## config.mk

```make
export PLATFORM = sky130hd
export DESIGN_NAME = psg_bus_arbiter
export DESIGN_NICKNAME = d
export VERILOG_FILES = /design/src/rtl/psg_bus_arbiter.sv
export SDC_FILE = /design/constraint.sdc
export NUM_CORES = 1
export LEC_CHECK = 0
export BUFFER_PORTS_ARGS = -buffer_cell sky130_fd_sc_hd__buf_4
export CAP_MARGIN = 20
export CELL_PAD_IN_SITES_DETAIL_PLACEMENT = 0
export CELL_PAD_IN_SITES_GLOBAL_PLACEMENT = 1
export CORE_ASPECT_RATIO = 0.5
export CORE_MARGIN = 8
export CORE_UTILIZATION = 30
export DETAILED_ROUTE_END_ITERATION = 10
export PLACE_DENSITY = 0.68
export RECOVER_POWER = 50
export REMOVE_ABC_BUFFERS = 1
export SYNTH_ARGS = -nofsm -noshare
export SYNTH_HDL_FRONTEND = slang
export SYNTH_SLANG_ARGS = --single-unit
```

## constraint.sdc

```tcl
create_clock -name clk -period 2 [get_ports clk]
set_input_delay 0 -clock clk [delete_from_list [all_inputs] [get_ports clk]]
set_output_delay 0 -clock clk [all_outputs]
set_load 0.05 [all_outputs]
```

## src/rtl/psg_bus_arbiter.sv

```systemverilog
// psg_bus_arbiter
//   Round-robin arbiter that shares the YM2149 PSG register bus among NUM_REQ
//   requesters. Each granted access is sequenced setup -> strobe (write) or
//   setup -> read wait (read) -> recovery gap. This gives every write its own
//   clean wr_n falling edge, so back-to-back envelope-shape writes each restart
//   the envelope.
//
// Ports
//   clk, rst        system clock (rising edge), synchronous active-high reset
//   req_valid/rd    per-requester request and direction (1 = read)
//   req_addr/data   packed per-requester address (4b) and write data (8b)
//   req_ready       one-hot acceptance, only ever asserted in IDLE
//   psg_addr/din    PSG address and write data, held stable across an access
//   psg_cs_n/wr_n   PSG strobes, low together only during a write strobe
//   psg_dout        PSG read data (registered inside the PSG)
//   rsp_valid/id    one-cycle read response pulse and issuing requester
//   rsp_data        captured read data, held until the next read
//   busy            high whenever an access is in progress
//
// state  | meaning
// IDLE   | arbitrate; PSG outputs hold their last values
// SETUP  | addr/din driven, strobes high
// STROBE | cs_n = wr_n = 0 (write only)
// READ   | waiting for the PSG's registered dout; capture on the last cycle
// GAP    | recovery with strobes high, then back to IDLE
module psg_bus_arbiter #(
  parameter int NUM_REQ    = 2,
  parameter int SETUP_CYC  = 1,
  parameter int STROBE_CYC = 2,
  parameter int READ_LAT   = 2,
  parameter int GAP_CYC    = 2,
  localparam int ID_W      = (NUM_REQ > 1) ? $clog2(NUM_REQ) : 1
) (
  input  logic                 clk,
  input  logic                 rst,
  input  logic [NUM_REQ-1:0]   req_valid,
  input  logic [NUM_REQ-1:0]   req_rd,
  input  logic [4*NUM_REQ-1:0] req_addr,
  input  logic [8*NUM_REQ-1:0] req_data,
  output logic [NUM_REQ-1:0]   req_ready,
  output logic [3:0]           psg_addr,
  output logic [7:0]           psg_din,
  output logic                 psg_cs_n,
  output logic                 psg_wr_n,
  input  logic [7:0]           psg_dout,
  output logic                 rsp_valid,
  output logic [ID_W-1:0]      rsp_id,
  output logic [7:0]           rsp_data,
  output logic                 busy
);

  localparam int MAX_A   = (SETUP_CYC > STROBE_CYC) ? SETUP_CYC : STROBE_CYC;
  localparam int MAX_B   = (READ_LAT > GAP_CYC) ? READ_LAT : GAP_CYC;
  localparam int MAX_CYC = (MAX_A > MAX_B) ? MAX_A : MAX_B;
  localparam int CNT_W   = $clog2(MAX_CYC + 1);

  typedef enum logic [2:0] {
    S_IDLE   = 3'd0,
    S_SETUP  = 3'd1,
    S_STROBE = 3'd2,
    S_READ   = 3'd3,
    S_GAP    = 3'd4
  } state_t;

  state_t            state;
  state_t            state_nxt;
  logic [CNT_W-1:0]  cnt;
  logic [CNT_W-1:0]  cnt_init;
  logic              cnt_zero;
  logic [ID_W-1:0]   rr_ptr;
  logic              lat_rd;
  logic [ID_W-1:0]   lat_id;

  logic [NUM_REQ-1:0] grant_oh;
  logic [ID_W-1:0]    grant_id;
  logic               grant_any;
  logic               sel_rd;
  logic [3:0]         sel_addr;
  logic [7:0]         sel_data;
  logic               accept;

  assign cnt_zero = (cnt == '0);

  // First valid requester at or after rr_ptr, searched circularly.
  always_comb begin
    int idx;
    grant_oh  = '0;
    grant_id  = '0;
    grant_any = 1'b0;
    sel_rd    = 1'b0;
    sel_addr  = '0;
    sel_data  = '0;
    idx       = 0;
    for (int k = 0; k < NUM_REQ; k++) begin
      idx = int'(rr_ptr) + k;
      if (idx >= NUM_REQ) idx = idx - NUM_REQ;
      if (!grant_any && req_valid[idx]) begin
        grant_any     = 1'b1;
        grant_id      = ID_W'(idx);
        grant_oh[idx] = 1'b1;
        sel_rd        = req_rd[idx];
        sel_addr      = req_addr[4*idx +: 4];
        sel_data      = req_data[8*idx +: 8];
      end
    end
  end

  // Ready is masked during reset so nothing can be accepted on a reset edge.
  assign accept = grant_any && (state == S_IDLE) && !rst;

  always_ff @(posedge clk) begin
    if (rst) state <= S_IDLE;
    else     state <= state_nxt;
  end

  always_comb begin
    state_nxt = state;
    unique case (state)
      S_IDLE:   if (accept)   state_nxt = S_SETUP;
      S_SETUP:  if (cnt_zero) state_nxt = lat_rd ? S_READ : S_STROBE;
      S_STROBE: if (cnt_zero) state_nxt = S_GAP;
      S_READ:   if (cnt_zero) state_nxt = S_GAP;
      S_GAP:    if (cnt_zero) state_nxt = S_IDLE;
      default:                state_nxt = S_IDLE;
    endcase
  end

  always_comb begin
    req_ready = accept ? grant_oh : '0;
    psg_cs_n  = (state != S_STROBE);
    psg_wr_n  = (state != S_STROBE);
    busy      = (state != S_IDLE);
  end

  // Counter is loaded with length-1 on entry to a timed state and counts to zero.
  always_comb begin
    cnt_init = '0;
    case (state_nxt)
      S_SETUP:  cnt_init = CNT_W'(SETUP_CYC - 1);
      S_STROBE: cnt_init = CNT_W'(STROBE_CYC - 1);
      S_READ:   cnt_init = CNT_W'(READ_LAT - 1);
      S_GAP:    cnt_init = CNT_W'(GAP_CYC - 1);
      default:  cnt_init = '0;
    endcase
  end

  always_ff @(posedge clk) begin
    if (rst) begin
      cnt <= '0;
    end else if (state_nxt != state) begin
      cnt <= cnt_init;
    end else if (!cnt_zero) begin
      cnt <= cnt - 1'b1;
    end
  end

  always_ff @(posedge clk) begin
    if (rst) begin
      psg_addr  <= '0;
      psg_din   <= '0;
      lat_rd    <= 1'b0;
      lat_id    <= '0;
      rr_ptr    <= '0;
      rsp_valid <= 1'b0;
      rsp_id    <= '0;
      rsp_data  <= '0;
    end else begin
      rsp_valid <= 1'b0;
      if (accept) begin
        psg_addr <= sel_addr;
        psg_din  <= sel_data;
        lat_rd   <= sel_rd;
        lat_id   <= grant_id;
        rr_ptr   <= (grant_id == ID_W'(NUM_REQ - 1)) ? '0 : grant_id + 1'b1;
      end
      // psg_dout has had at least one registered cycle since addr settled.
      if (state == S_READ && cnt_zero) begin
        rsp_data  <= psg_dout;
        rsp_id    <= lat_id;
        rsp_valid <= 1'b1;
      end
    end
  end

endmodule

```

==> out/results.tsv, run 1 <==
stage	metric	value	unit
placed_design	place_area	1947	sq um
power	cellPowerDensity	1339	nW/um^2
sta	setup_viol	0	
global_routing	grt_remaining_overflow	0	
power	power	2.714	mW
global_routing	grt_pass1_wl	7003	um
setup_path	regToRegSetupSlack	440	ps
yosys	avgSynthCellArea	9.297	sq um
sta	fin_skew	3.783	ps
routing	post_drt_wl_per_cell	14.34	um
setup_path	cp-start-kind	flop	
yosys	synth-seq-cells	30	
yosys	synth_edf_count	0	
power	p_seq_share	31.2	%
power	vdd_ir_drop_max	547.6	uV
finish	drive_above_1_share	31.53	%
power	internal_power	1.453	mW
yosys	synth_fa_ha_area_share	1.533	%
yosys	ys_seq_area_share	40.89	%
yosys	synth-compound-area-share	31.77	%
global_routing	grt_pass1_vias	1468	
yosys	synth_cell_type_count	40	
clocking	cts_resized	0	
finish	num-nets-final	262	
global_routing	grt_antenna_before_repair	0	
sta	rsz0062_at_grt	false	
sta	min_period	1738	ps
clocking	numCtsBuffers	5	
floorplanning	dieWidth	115.0	um
routing	via_count	1381	
global_routing	grt_use_total	11.36	%
clocking	h-tree-depth	2	
setup_path	end_kind	output pin	
finish	fillerInstances	530	
setup_path	crit_required	2000	ps
setup_path	path_max_fanout	10	
clocking	clock_latency	270	ps
clocking	cts_tree	built	
setup_path	cpPeakStageDelay	480	ps
hold_path	hold_start	req_valid[0]	
hold_path	hold_class	in -> reg	
clocking	path_clk_slew	60	ps
setup_path	reg2reg_from	cnt[0]	
yosys	synth_top_family_by_area	compound AO/OA/AOI/OAI gates	
routing	viasPerCell	4.729	
sta	setup_ws	262.3	ps
routing	drc	0	
power	clkPwrFrac	17.4	%
clocking	clk_path_buf_depth	2	
sta	finalHoldViolCount	0	
power	p_leak	0.7638	nW
finish	final_area	2027	sq um
global_routing	grt_max_degree	33	
floorplanning	start_util	30.48	%
yosys	async_reset_ff_share	0	%
yosys	syn_area	1469	sq um
routing	firstDrtPassIters	4	
yosys	synthFlopType	dfxtp_1	
yosys	synth_mux_area_share	0	%
power	netSwitchingPower	1.262	mW
hold_path	min_path_cells	3	
placed_design	place.port_buffers	64	
run	drv_cap	0	
placed_design	gp_congestion	0.7334	
yosys	synthXorXnorAreaFrac	0	%
sta	setup_tns	0	ps
sta	tightest_slew	636.0	ps
setup_path	crit_type	reg -> out	
floorplanning	num_io_pins	65	
finish	area_growth	37.99	%
clocking	cts_root_buffer	clkbuf_8	
finish	final_cell_mix	buf_4, dfxtp_1, a21oi_1	
hold_path	holdPathEnd	rr_ptr	
routing	ant_nets	0	
routing	wl	4188	um
floorplanning	core	4820	sq um
clocking	clock_sinks	30	
finish	final_common_cell	buf_4	
setup_path	cpMaxStageDelayCell	nor3_4	
sta	fmaxAchievable	575.5	MHz
floorplanning	die-height	65.48	um
finish	diodes	0	
setup_path	crit_chain	nor3_4 -> inv_4 -> nor3b_1 -> buf_4	
setup_path	critical_path_arrival	1740	ps
floorplanning	num_rows	18	
sta	timing.final.crit_share	86.88	%
power	combPwrFrac	51.4	%
yosys	yosysWarningCount	0	
floorplanning	fp.dieArea	7528	sq um
yosys	synthCells	158	
placed_design	dp_hpwl	2978	um
setup_path	r2r_cells	5	
setup_path	timing.rr.end	cnt[1]	
outcome	outcome	finished clean	
yosys	synthSimpleGateAreaFrac	16.70	%
routing	drtIter0Drc	57	
power	swShare	46.48	%
sta	drv_slew	0	
placed_design	pre_cts_slack	432.5	ps
sta	slew_headroom	57.78	%
[routing by layer]
metal / GRT usage [%] / routed length (um) / vias up / share of wire [%]
met5: 0 / 0 / - / 0
met4: 3.890 / 21 / 0 / 0.50
met3: 3.748 / 232 / 2 / 5.5
met2: 18.94 / 2038 / 29 / 49
met1: 13.59 / 1895 / 644 / 45
li1: - / - / 706 / -
[layout make-up]
cell class / instances / area (sq um) / share of cell area (%)
clock buffers: 6 / 82.58 / 4.074
inverters: 5 / 21.27 / 1.049
multi-input cells: 106 / 734.5 / 36.23
flip-flops and latches: 30 / 600.6 / 29.63
well taps: 70 / 87.58 / 4.321
repair buffers: 75 / 500.5 / 24.69
[synth_stat cells, drive strengths merged, types with 2 or more instances]
| master | number | area share, % |
|---|---|---|
| dfxtp | 30 | 41 |
| a21oi | 27 | 9.2 |
| nand2 | 20 | 5.1 |
| a211oi | 13 | 10 |
| a32oi | 13 | 7.8 |
| buf | 13 | 6.6 |
| inv | 5 | 1.4 |
| nor2 | 5 | 2.6 |
| clkbuf | 4 | 1.0 |
| or2 | 3 | 1.3 |
| nand2b | 2 | 0.85 |
| nand3 | 2 | 0.68 |
| nor2b | 2 | 0.85 |
| nor3 | 2 | 1.4 |
| o21ai | 2 | 0.68 |
[power groups by stage]
stage	clock [mW]	combinational [mW]	sequential [mW]
global route	0.518	1.51	0.868
detailed placement	0	1.47	0.861
floorplan	0	0.721	1.16
global placement	0	1.45	0.859
finish	0.472	1.40	0.846
CTS	0.492	1.49	0.849
[cell families after synthesis]
kind of cell | after synthesis
AOI/OAI and AO/OA | 61
and+or+nand+nor | 43
DFF | 30
buffers and inverters | 22
adders and majority gates | 2
[through the flow]
stage	util, %	hold slack [ps]	cells
after floorplan	-	64.65	141
after global placement	40.39	250.5	278
after detailed placement	40.39	257.5	278
after CTS	43.77	71.11	292
after global routing	42.06	87.76	292
final	42.06	74.78	292
[worst max path at each step]
stage	slack, ps	end	from	depth (start not counted)
3_5_place_dp	430	cnt[1]	cnt[0]	5
5_1_grt	130	req_ready[0]	state[1]	4
2_1_floorplan	-300	req_ready[0]	state[2]	3
6_report	260	req_ready[0]	state[1]	4
4_1_cts	260	req_ready[0]	state[1]	4
3_3_place_gp	500	cnt[1]	cnt[0]	5
[registers in the layout, summed over array words and instances, names as in the netlist]
register,count
rsp_data,8
rsp_valid,1
psg_addr,4
lat_id,1
rr_ptr,1
cnt,2
rsp_id,1
psg_din,8
state,3
lat_rd,1
[repair_timing]
| item | in CTS | in global routing |
|---|---|---|
| endpoints found under the setup margin | 0 | 0 |
| hold buffers | 8 | 0 |
| hold endpoints to repair | 8 | 0 |
| setup buffers | 0 | 0 |
[critical path: cells and delay by family (launching register included)]
family                 cells  cell delay, ps
flip-flops                 1             410
AND/OR/NAND/NOR            2             710
buffers and inverters      2             340
Note: power is estimated with default switching activity, not from simulation.
==> run 2: changes to the inputs <==
CTS_BUF_LIST = sky130_fd_sc_hd__clkbuf_16   (was unset)
==> run 2 against run 1 <==
Compared with the run above: clock power rose by 42%; clock skew is 1.0 ps lower; wire length down 0.43%; setup slack better by 11 ps; register-to-register slack about the same; die area unchanged; via count up 0.36%; clock-buffer cell count is 1 lower; hold slack better by 12 ps; non-clock buffer count unchanged; core utilization grew 0.96 points.
==> out/results.tsv, run 2 (synthesized netlist as in run 1, its figures left out) <==
stage	metric	value	unit	change
routing	drtIter0Drc	86		was 57
power	power	2.916	mW	was 2.714 mW
routing	via_count	1386		was 1381
clocking	cts_resized	0		unchanged
floorplanning	num_io_pins	65		unchanged
clocking	clock_sinks	30		unchanged
outcome	outcome	finished clean		unchanged
routing	post_drt_wl_per_cell	14.28	um	was 14.34 um
floorplanning	fp.dieArea	7528	sq um	unchanged
sta	setup_tns	0	ps	unchanged
floorplanning	start_util	30.48	%	unchanged
setup_path	crit_chain	nor3_4 -> inv_4 -> nor3b_1 -> buf_4		unchanged
finish	final_cell_mix	buf_4, dfxtp_1, a21oi_1		unchanged
clocking	cts_setup_buffers	0		unchanged
finish	reg.largest.list	psg_din: 8 flops, rsp_data: 8 flops, psg_addr: 4 flops		unchanged
finish	drive_above_1_share	31.08	%	was 31.53%
power	clkPwrFrac	23.0	%	was 17.4%
routing	ant_nets	0		unchanged
sta	rsz0062_at_grt	false		unchanged
power	p_leak	0.7838	nW	was 0.7638 nW
placed_design	place.port_buffers	64		unchanged
global_routing	grt_max_degree	33		unchanged
global_routing	grt_use_total	11.36	%	unchanged
sta	slew_headroom	57.93	%	was 57.78%
routing	route.met3.wl	254	um	was 232 um
finish	final_common_cell	buf_4		unchanged
sta	whs	86.56	ps	was 74.78 ps
sta	min_period	1726	ps	was 1738 ps
power	swShare	44.11	%	was 46.48%
clocking	numCtsBuffers	5		unchanged
floorplanning	die-height	65.48	um	unchanged
placed_design	pre_cts_slack	432.5	ps	unchanged
power	combPwrFrac	47.9	%	was 51.4%
global_routing	grt_pass1_vias	1457		was 1468
power	vdd_ir_drop_max	541.6	uV	was 547.6 uV
setup_path	end_kind	output pin		unchanged
global_routing	grt_antenna_before_repair	0		unchanged
clocking	clk_path_buf_depth	2		unchanged
setup_path	path_max_fanout	10		unchanged
global_routing	grt_pass1_wl	6996	um	was 7003 um
sta	finalHoldViolCount	0		unchanged
finish	diodes	0		unchanged
setup_path	cp-start-kind	flop		unchanged
clocking	path_clk_slew	50	ps	was 60 ps
clocking	cts_tree	built		unchanged
hold_path	hold_class	in -> reg		unchanged
setup_path	crit_required	2000	ps	about the same
power	netSwitchingPower	1.286	mW	was 1.262 mW
routing	m1WireLength	1861	um	was 1895 um
sta	fin_skew	2.747	ps	was 3.783 ps
sta	timing.final.crit_share	86.31	%	was 86.88%
sta	tightest_slew	633.8	ps	was 636.0 ps
setup_path	cpMaxStageDelayCell	nor3_4		unchanged
placed_design	place_inst	278		unchanged
clocking	h-tree-depth	2		unchanged
placed_design	dp_hpwl	2978	um	unchanged
finish	final_cells	292		unchanged
setup_path	cpPeakStageDelay	490	ps	was 480 ps
power	p_seq_share	29.1	%	was 31.2%
clocking	clock_latency	270	ps	about the same
routing	drc	0		unchanged
routing	routed.top_layer	met4		unchanged
floorplanning	num_rows	18		unchanged
floorplanning	dieWidth	115.0	um	unchanged
setup_path	critical_path_arrival	1730	ps	was 1740 ps
routing	wl_met2	2032	um	was 2038 um
clocking	cts_root_buffer	clkbuf_16		was clkbuf_8
sta	drv_slew	0		unchanged
sta	fmaxAchievable	579.3	MHz	was 575.5 MHz
floorplanning	core	4820	sq um	unchanged
clocking	cts_hold_buf	8		unchanged
routing	viasPerCell	4.747		was 4.729
power	cellPowerDensity	1406	nW/um^2	was 1339 nW/um^2
routing	wl	4170	um	was 4188 um
run	drv_cap	0		unchanged
finish	area_growth	41.14	%	was 37.99%
setup_path	crit_type	reg -> out		unchanged
finish	num-nets-final	262		unchanged
routing	firstDrtPassIters	4		unchanged
global_routing	grt_remaining_overflow	0		unchanged
sta	setup_viol	0		unchanged
sta	setup_ws	273.8	ps	was 262.3 ps
power	internal_power	1.630	mW	was 1.453 mW
placed_design	gp_congestion	0.7334		unchanged
run 2: changes by cell type in the layout (fill, tap and decap cells not counted), sizes merged:
cell,previous run,this run
clkinv,0,1
clkbuf,28,27
run 2: through the flow:
step	instance area (sq um)	util, %
after floorplan	1356	-
after global placement	1947	40.39
after detailed placement	1947	40.39
after CTS	2156	44.73
after global routing	2073	43.02
final	2073	43.02
run 2: worst paths after layout:
kind	from	end	slack, ps	cells past startpoint
worst max-delay path	state[1]	req_ready[0]	270	4
worst min-delay path	req_valid[0]	rr_ptr	90	3
worst max register to register	cnt[0]	cnt[1]	440	5
worst min register to register	lat_id	rsp_id	450	2
run 2: area by class of cell:
type,instances,area (sq um)
well taps,70,87.58
clock inverters,1,3.754
fillers,521,2746
repair buffers,75,500.5
multi-input cells,106,734.5
flip-flops and latches,30,600.6
inverters,5,21.27
clock buffers,5,125.1
run 2: layer usage:
layer	vias to the layer above	GRT usage, %
met4	0	3.404
met1	633	13.59
met5	-	0
met2	37	18.94
met3	2	4.022
li1	714	-
run 2: worst max-delay path, delay by kind of cell (launching register included):
family,cells,cell delay [ps]
buffers and inverters,2,340
DFF,1,410
and+or+nand+nor,2,710
run 2: power groups by stage:
stage / Combinational [mW] / Sequential [mW] / Clock, mW
6_report: 1.40 / 0.848 / 0.672
5_1_grt: 1.51 / 0.870 / 0.718
4_1_cts: 1.49 / 0.850 / 0.686
3_5_place_dp: 1.47 / 0.861 / 0
3_3_place_gp: 1.45 / 0.859 / 0
2_1_floorplan: 0.721 / 1.16 / 0
